<file path="src/rtl/pipe_ctrl_pkg.sv">
// Shared definitions for the pipeline hazard controller: FSM encodings,
// the zero-register index and the bundled stall/flush control word.
package pipe_ctrl_pkg;

  typedef logic [1:0] state_t;

  localparam state_t ST_RUN      = 2'd0;
  localparam state_t ST_MEM_WAIT = 2'd1;
  localparam state_t ST_FLUSH    = 2'd2;

  localparam logic [4:0] REG_ZERO = 5'd0;

  typedef struct packed {
    logic pc_stall;
    logic if_id_stall;
    logic if_id_flush;
    logic id_ex_stall;
    logic id_ex_flush;
    logic ex_mem_stall;
    logic redirect;
  } ctrl_t;

  localparam ctrl_t CTRL_NONE      = 7'b000_0000;
  localparam ctrl_t CTRL_ALL_STALL = 7'b110_1010;
  localparam ctrl_t CTRL_RESET     = 7'b001_0100;

endpackage

</file>
<file path="src/rtl/sat_counter.sv">
// Event counter that sticks at all-ones instead of wrapping; cleared by reset.
module sat_counter #(
  parameter int W = 16
) (
  input  logic         clk,
  input  logic         rst_n,
  input  logic         inc,
  output logic [W-1:0] count
);

  always_ff @(posedge clk or negedge rst_n) begin
    if (!rst_n) begin
      count <= '0;
    end else if (inc && (count != {W{1'b1}})) begin
      count <= count + 1'b1;
    end
  end

endmodule

</file>
<file path="src/rtl/pipe_hazard_ctrl.sv">
// Central stall/flush controller for the 5-stage pipeline: load-use, taken
// branch, jump and data-memory wait handling, plus saturating debug counters.
module pipe_hazard_ctrl
  import pipe_ctrl_pkg::*;
#(
  parameter int FLUSH_CYCLES = 1,
  parameter int CNT_W        = 16
) (
  input  logic             clk,
  input  logic             rst_n,
  input  logic [4:0]       id_rs,
  input  logic [4:0]       id_rt,
  input  logic             id_uses_rs,
  input  logic             id_uses_rt,
  input  logic             ex_mem_read,
  input  logic [4:0]       ex_rt,
  input  logic             ex_branch_taken,
  input  logic             id_jump,
  input  logic             mem_busy,
  output logic             pc_stall,
  output logic             if_id_stall,
  output logic             if_id_flush,
  output logic             id_ex_stall,
  output logic             id_ex_flush,
  output logic             ex_mem_stall,
  output logic             redirect,
  output logic [CNT_W-1:0] stall_cnt,
  output logic [CNT_W-1:0] flush_cnt,
  output logic [1:0]       fsm_state
);

  localparam logic [2:0] FLUSH_INIT = 3'(FLUSH_CYCLES - 1);

  state_t     state, nxt_state;
  logic [2:0] flush_left, nxt_left;
  logic       pend_redirect, nxt_pend;
  logic       load_use;
  logic       eval_run, take_branch;
  logic       stall_inc, flush_inc;
  ctrl_t      ctl;

  assign load_use = ex_mem_read && (ex_rt != REG_ZERO) &&
                    ((id_uses_rs && (id_rs == ex_rt)) ||
                     (id_uses_rt && (id_rt == ex_rt)));

  always_comb begin
    ctl         = CTRL_NONE;
    nxt_state   = state;
    nxt_left    = flush_left;
    nxt_pend    = pend_redirect;
    stall_inc   = 1'b0;
    flush_inc   = 1'b0;
    eval_run    = 1'b0;
    take_branch = 1'b0;

    case (state)
      ST_MEM_WAIT: begin
        if (mem_busy) begin
          ctl       = CTRL_ALL_STALL;
          stall_inc = 1'b1;
        end else if (pend_redirect) begin
          take_branch = 1'b1;
          nxt_pend    = 1'b0;
        end else begin
          eval_run = 1'b1;
        end
      end
      ST_FLUSH: begin
        // A branch seen here is already a bubble, so only mem_busy matters.
        if (mem_busy) begin
          ctl       = CTRL_ALL_STALL;
          stall_inc = 1'b1;
        end else begin
          ctl.if_id_flush = 1'b1;
          if (flush_left <= 3'd1) begin
            nxt_state = ST_RUN;
            nxt_left  = 3'd0;
          end else begin
            nxt_left = flush_left - 3'd1;
          end
        end
      end
      default: eval_run = 1'b1;
    endcase

    if (eval_run) begin
      nxt_state = ST_RUN;
      if (mem_busy) begin
        ctl       = CTRL_ALL_STALL;
        stall_inc = 1'b1;
        nxt_pend  = ex_branch_taken;
        nxt_state = ST_MEM_WAIT;
      end else if (ex_branch_taken) begin
        take_branch = 1'b1;
      end else if (load_use) begin
        ctl.pc_stall    = 1'b1;
        ctl.if_id_stall = 1'b1;
        ctl.id_ex_flush = 1'b1;
        stall_inc       = 1'b1;
      end else if (id_jump) begin
        ctl.if_id_flush = 1'b1;
        flush_inc       = 1'b1;
      end
    end

    if (take_branch) begin
      ctl.redirect    = 1'b1;
      ctl.if_id_flush = 1'b1;
      ctl.id_ex_flush = 1'b1;
      flush_inc       = 1'b1;
      if (FLUSH_CYCLES > 1) begin
        nxt_state = ST_FLUSH;
        nxt_left  = FLUSH_INIT;
      end else begin
        nxt_state = ST_RUN;
        nxt_left  = 3'd0;
      end
    end

    // Reset forces bubbles into both front-end registers.
    if (!rst_n) begin
      ctl = CTRL_RESET;
    end
  end

  always_ff @(posedge clk or negedge rst_n) begin
    if (!rst_n) begin
      state         <= ST_RUN;
      flush_left    <= 3'd0;
      pend_redirect <= 1'b0;
    end else begin
      state         <= nxt_state;
      flush_left    <= nxt_left;
      pend_redirect <= nxt_pend;
    end
  end

  sat_counter #(.W(CNT_W)) u_stall_cnt (
    .clk   (clk),
    .rst_n (rst_n),
    .inc   (stall_inc),
    .count (stall_cnt)
  );

  sat_counter #(.W(CNT_W)) u_flush_cnt (
    .clk   (clk),
    .rst_n (rst_n),
    .inc   (flush_inc),
    .count (flush_cnt)
  );

  assign pc_stall     = ctl.pc_stall;
  assign if_id_stall  = ctl.if_id_stall;
  assign if_id_flush  = ctl.if_id_flush;
  assign id_ex_stall  = ctl.id_ex_stall;
  assign id_ex_flush  = ctl.id_ex_flush;
  assign ex_mem_stall = ctl.ex_mem_stall;
  assign redirect     = ctl.redirect;
  assign fsm_state    = state;

endmodule
</file>
<file path="config.mk">
export PLATFORM = sky130hd
export DESIGN_NAME = pipe_hazard_ctrl
export DESIGN_NICKNAME = d
export VERILOG_FILES = /design/src/rtl/pipe_ctrl_pkg.sv /design/src/rtl/sat_counter.sv /design/src/rtl/pipe_hazard_ctrl.sv
export SDC_FILE = /design/constraint.sdc
export NUM_CORES = 1
export LEC_CHECK = 0
export ABC_CLOCK_PERIOD_IN_PS = 3400
export BUFFER_PORTS_ARGS = -buffer_cell sky130_fd_sc_hd__buf_4
export CAP_MARGIN = 10
export CORE_UTILIZATION = 53
export CTS_CLUSTER_DIAMETER = 150
export DETAILED_ROUTE_END_ITERATION = 12
export MAX_ROUTING_LAYER = met4
export PLACE_DENSITY = 0.94
export SLEW_MARGIN = 0
export SYNTH_ARGS = -nofsm -noshare
export SYNTH_HDL_FRONTEND = slang
export SYNTH_SLANG_ARGS = --single-unit
</file>
<file path="constraint.sdc">
create_clock -name clk -period 3.4 [get_ports clk]
set_input_delay 0.68 -clock clk [delete_from_list [all_inputs] [get_ports clk]]
set_output_delay 0.68 -clock clk [all_outputs]
set_load 0.02 [all_outputs]
</file>
==> results.sh <==
export IMPL_status="finished, final reports clean"
export IMPL_cp_slowest_cell="nor4_1"
export IMPL_hold_viol=0
export IMPL_min_period_ps=2921
export IMPL_totalWireLength_mm=4.091
export IMPL_start_util_pct=58.02
export IMPL_grt_pass1_wl_mm=6.575
export IMPL_synth_distinct_cells=37
export IMPL_start_kind="input pin"
export IMPL_drtIter0Drc=72
export IMPL_hold_ws_ps=281.9
export IMPL_drv_slew=0
export IMPL_numCtsBuffers=5
export IMPL_rsz0062_at_grt="no"
export IMPL_seq_area_frac_synth_pct=46.51
export IMPL_nFillCells=252
export IMPL_dr_pass1_iters=4
export IMPL_grt_max_degree=40
export IMPL_cts_resized=0
export IMPL_setup_viol=0
export IMPL_slowest_delay_ps=330
export IMPL_ant_nets=0
export IMPL_clock_fmax_mhz=342.3
export IMPL_synth_cell_area_mm2=0.001829
export IMPL_path_clk_slew_ps=110
export IMPL_portBuffers=62
export IMPL_dp_hpwl_mm=3.104
export IMPL_synth_top_area_share_pct=46.51
export IMPL_required_ps=2720
export IMPL_final_nets=260
export IMPL_total_power_uw=1216
export IMPL_fin_crit_sh_pct=85.92
export IMPL_cts_sinks=34
export IMPL_path_max_fanout=3
export IMPL_yosysTopAreaCell="dfrtp_1"
export IMPL_design_core_area_mm2=0.003153
export IMPL_slew_headroom_pct=55.38
export IMPL_ctsHoldBuffers=0
export IMPL_clk_path_buf_depth=2
export IMPL_fin_area_mm2=0.002356
export IMPL_grt_use_total_pct=25.54
export IMPL_cts_tree="yes"
export IMPL_area_growth_pct=28.80
export IMPL_powerDensity_mw_per_mm2=516.3
export IMPL_die_area_mm2=0.003691
export IMPL_tightest_slew_ps=667.2
export IMPL_clockRootBuffer="clkbuf_4"
export IMPL_post_drt_via_cell_ratio=5.559
export IMPL_worstSetupPathType="in -> out"
export IMPL_insertion_delay_ps=330
export IMPL_hp_class="in -> async"
export IMPL_drc=0
export IMPL_synth_seq_cells=34
export IMPL_dp_cells=272
export IMPL_die_w_um=60.75
export IMPL_grt_pass1_vias=1490
export IMPL_leakage_uw=0.001148
export IMPL_cp_arrival_ps=2240
export IMPL_num_io_pins=64
export IMPL_synth_area_per_cell_um2=10.64
export IMPL_place_congestion=0.8625
export IMPL_max_cap_viol_count=0
export IMPL_n_antenna_cell=0
export IMPL_wl_per_cell_um=14.66
export IMPL_skew_ps=12.99
export IMPL_layout_drive_gt1_share_pct=35.32
export IMPL_cp_top_family="compound AO/OA/AOI/OAI gates"
export IMPL_final_cells=279
export IMPL_dpl_cell_area_mm2=0.002308
export IMPL_core_rowCount=20
export IMPL_grt_overflow_total=0
export IMPL_cts_setup_buffers=0
export IMPL_crit_top_cell="buf_4"
export IMPL_tns_ps=0
export IMPL_peakVddDrop_mv=0.4407
export IMPL_synthesis_nets=197
export IMPL_yosys_warnings=0
export IMPL_netlist_instances=172
export IMPL_path_buf_inv=2
export IMPL_grt_antenna_before_repair=0
export IMPL_path_cells="buf_4, xor2_1, nor4_1, a32oi_1, o21ai_2, a21oi_1, nand2b_1, buf_4"
export IMPL_fp_dieH_um=60.75
export IMPL_vias=1551
export IMPL_critPathCaptureType="output pin"
export IMPL_cts_max_level=2
export IMPL_ys_top_cells_by_area="dfrtp_1, xnor2_1, xor2_1, nand2_1, nand4_1"
==> cell usage in the layout (no fill, tap or decap), drive strengths merged, types with 5 or more instances in the layout <==
cell type,instances
and3,7
buf,62
clkbuf,5
dfrtp,34
nand2,18
nand3,10
nand4,10
nor2,7
nor3,6
nor4,6
o21ai,5
xnor2,22
xor2,17
==> layer usage <==
| layer | up-vias | part of all wire [%] | GRT usage [%] |
|---|---|---|---|
| met3 | 2 | 5.2 | 7.036 |
| met2 | 52 | 54 | 43.49 |
| met5 | - | 0 | - |
| met1 | 773 | 40 | 28.28 |
| met4 | 0 | 0.37 | 10.06 |
| li1 | 724 | - | - |
==> synthesized netlist by cell type <==
cell type	n
a211oi_4	1
a21o_1	1
a21oi_1	3
a31oi_1	1
a32oi_1	1
and2_0	1
and2_1	2
and3_1	7
and4_1	1
buf_4	3
buf_6	1
clkbuf_1	2
conb_1	1
dfrtp_1	34
ha_1	2
mux2_2	2
nand2_1	17
nand2_2	1
nand2b_1	2
nand3_1	9
nand3_2	1
nand4_1	8
nand4_2	2
nor2_1	7
nor2b_1	1
nor3_1	5
nor3_2	1
nor4_1	6
nor4b_1	1
o21a_1	2
o21ai_0	2
o21ai_2	2
o21ai_4	1
or4_4	2
xnor2_1	21
xnor2_2	1
xor2_1	17
==> per-stage QoR <==
step / worst slack, ps / utilization, %
after global routing: 302.3 / 74.72
after detailed placement: 486.9 / 73.21
final: 478.9 / 74.72
after global placement: 578.1 / 73.21
after floorplan: 802.3 / -
after CTS: 486.3 / 74.72
==> final timing paths <==
check	startpoint	to	slack, ps	cells after the start
min	rst_n	u_flush_cnt.count[11]$_DFFE_PN0P_	280	1
min reg2reg	u_flush_cnt.count[15]$_DFFE_PN0P_	u_flush_cnt.count[15]$_DFFE_PN0P_	510	1
max in group asynchronous	rst_n	u_flush_cnt.count[6]$_DFFE_PN0P_	2790	1
max	ex_rt[3]	if_id_flush	480	8
max reg2reg	u_stall_cnt.count[2]$_DFFE_PN0P_	u_stall_cnt.count[9]$_DFFE_PN0P_	1140	7
min in group clk	u_flush_cnt.count[15]$_DFFE_PN0P_	u_flush_cnt.count[15]$_DFFE_PN0P_	510	1
==> logic make-up (layout without fill, tap and decap cells) <==
group / Yosys count / count (layout) / share of synthesized area [%]
and+or+nand+nor: 74 / 74 / 22.98
xor gates and xnor gates: 39 / 39 / 19.08
DFF: 34 / 34 / 46.51
AOI/OAI and AO/OA: 14 / 14 / 6.362
buffers and inverters: 6 / 69 / 2.257
adders and majority gates: 2 / 2 / 1.368
muxes: 2 / 2 / 1.231
other: 1 / 1 / 0.2050
==> worst reg2reg max path, cell delays in order, from the launching register on <==
cell and delay, ps:
dfrtp_1 460, and4_1 270, and3_1 220, nand2_2 120, or4_4 570, o21ai_2 200
nor3_1 140, xor2_1 170
==> final cells by class <==
type,instances,area (um2),share of cell area [%]
multi-input combinational,132,937.1,39.78
sequential,34,850.8,36.11
timing repair buffer,62,465.4,19.76
tap,44,55.05,2.337
clock buffer,5,37.54,1.593
clock inverter,2,10.01,0.4249
==> flip-flops by register name, summed over array words and instances (netlist names) <==
| name | count |
|---|---|
| u_flush_cnt.count | 16 |
| fsm_state | 1 |
| u_stall_cnt.count | 16 |
| pend_redirect | 1 |
==> report_power, final <==
group	total (uW)	switching (uW)	internal, uW
combinational	430	231	199
clock	206	132	74.3
sequential	580	102	478
total	1220	465	751
Note: power is estimated with default switching activity, not from simulation.
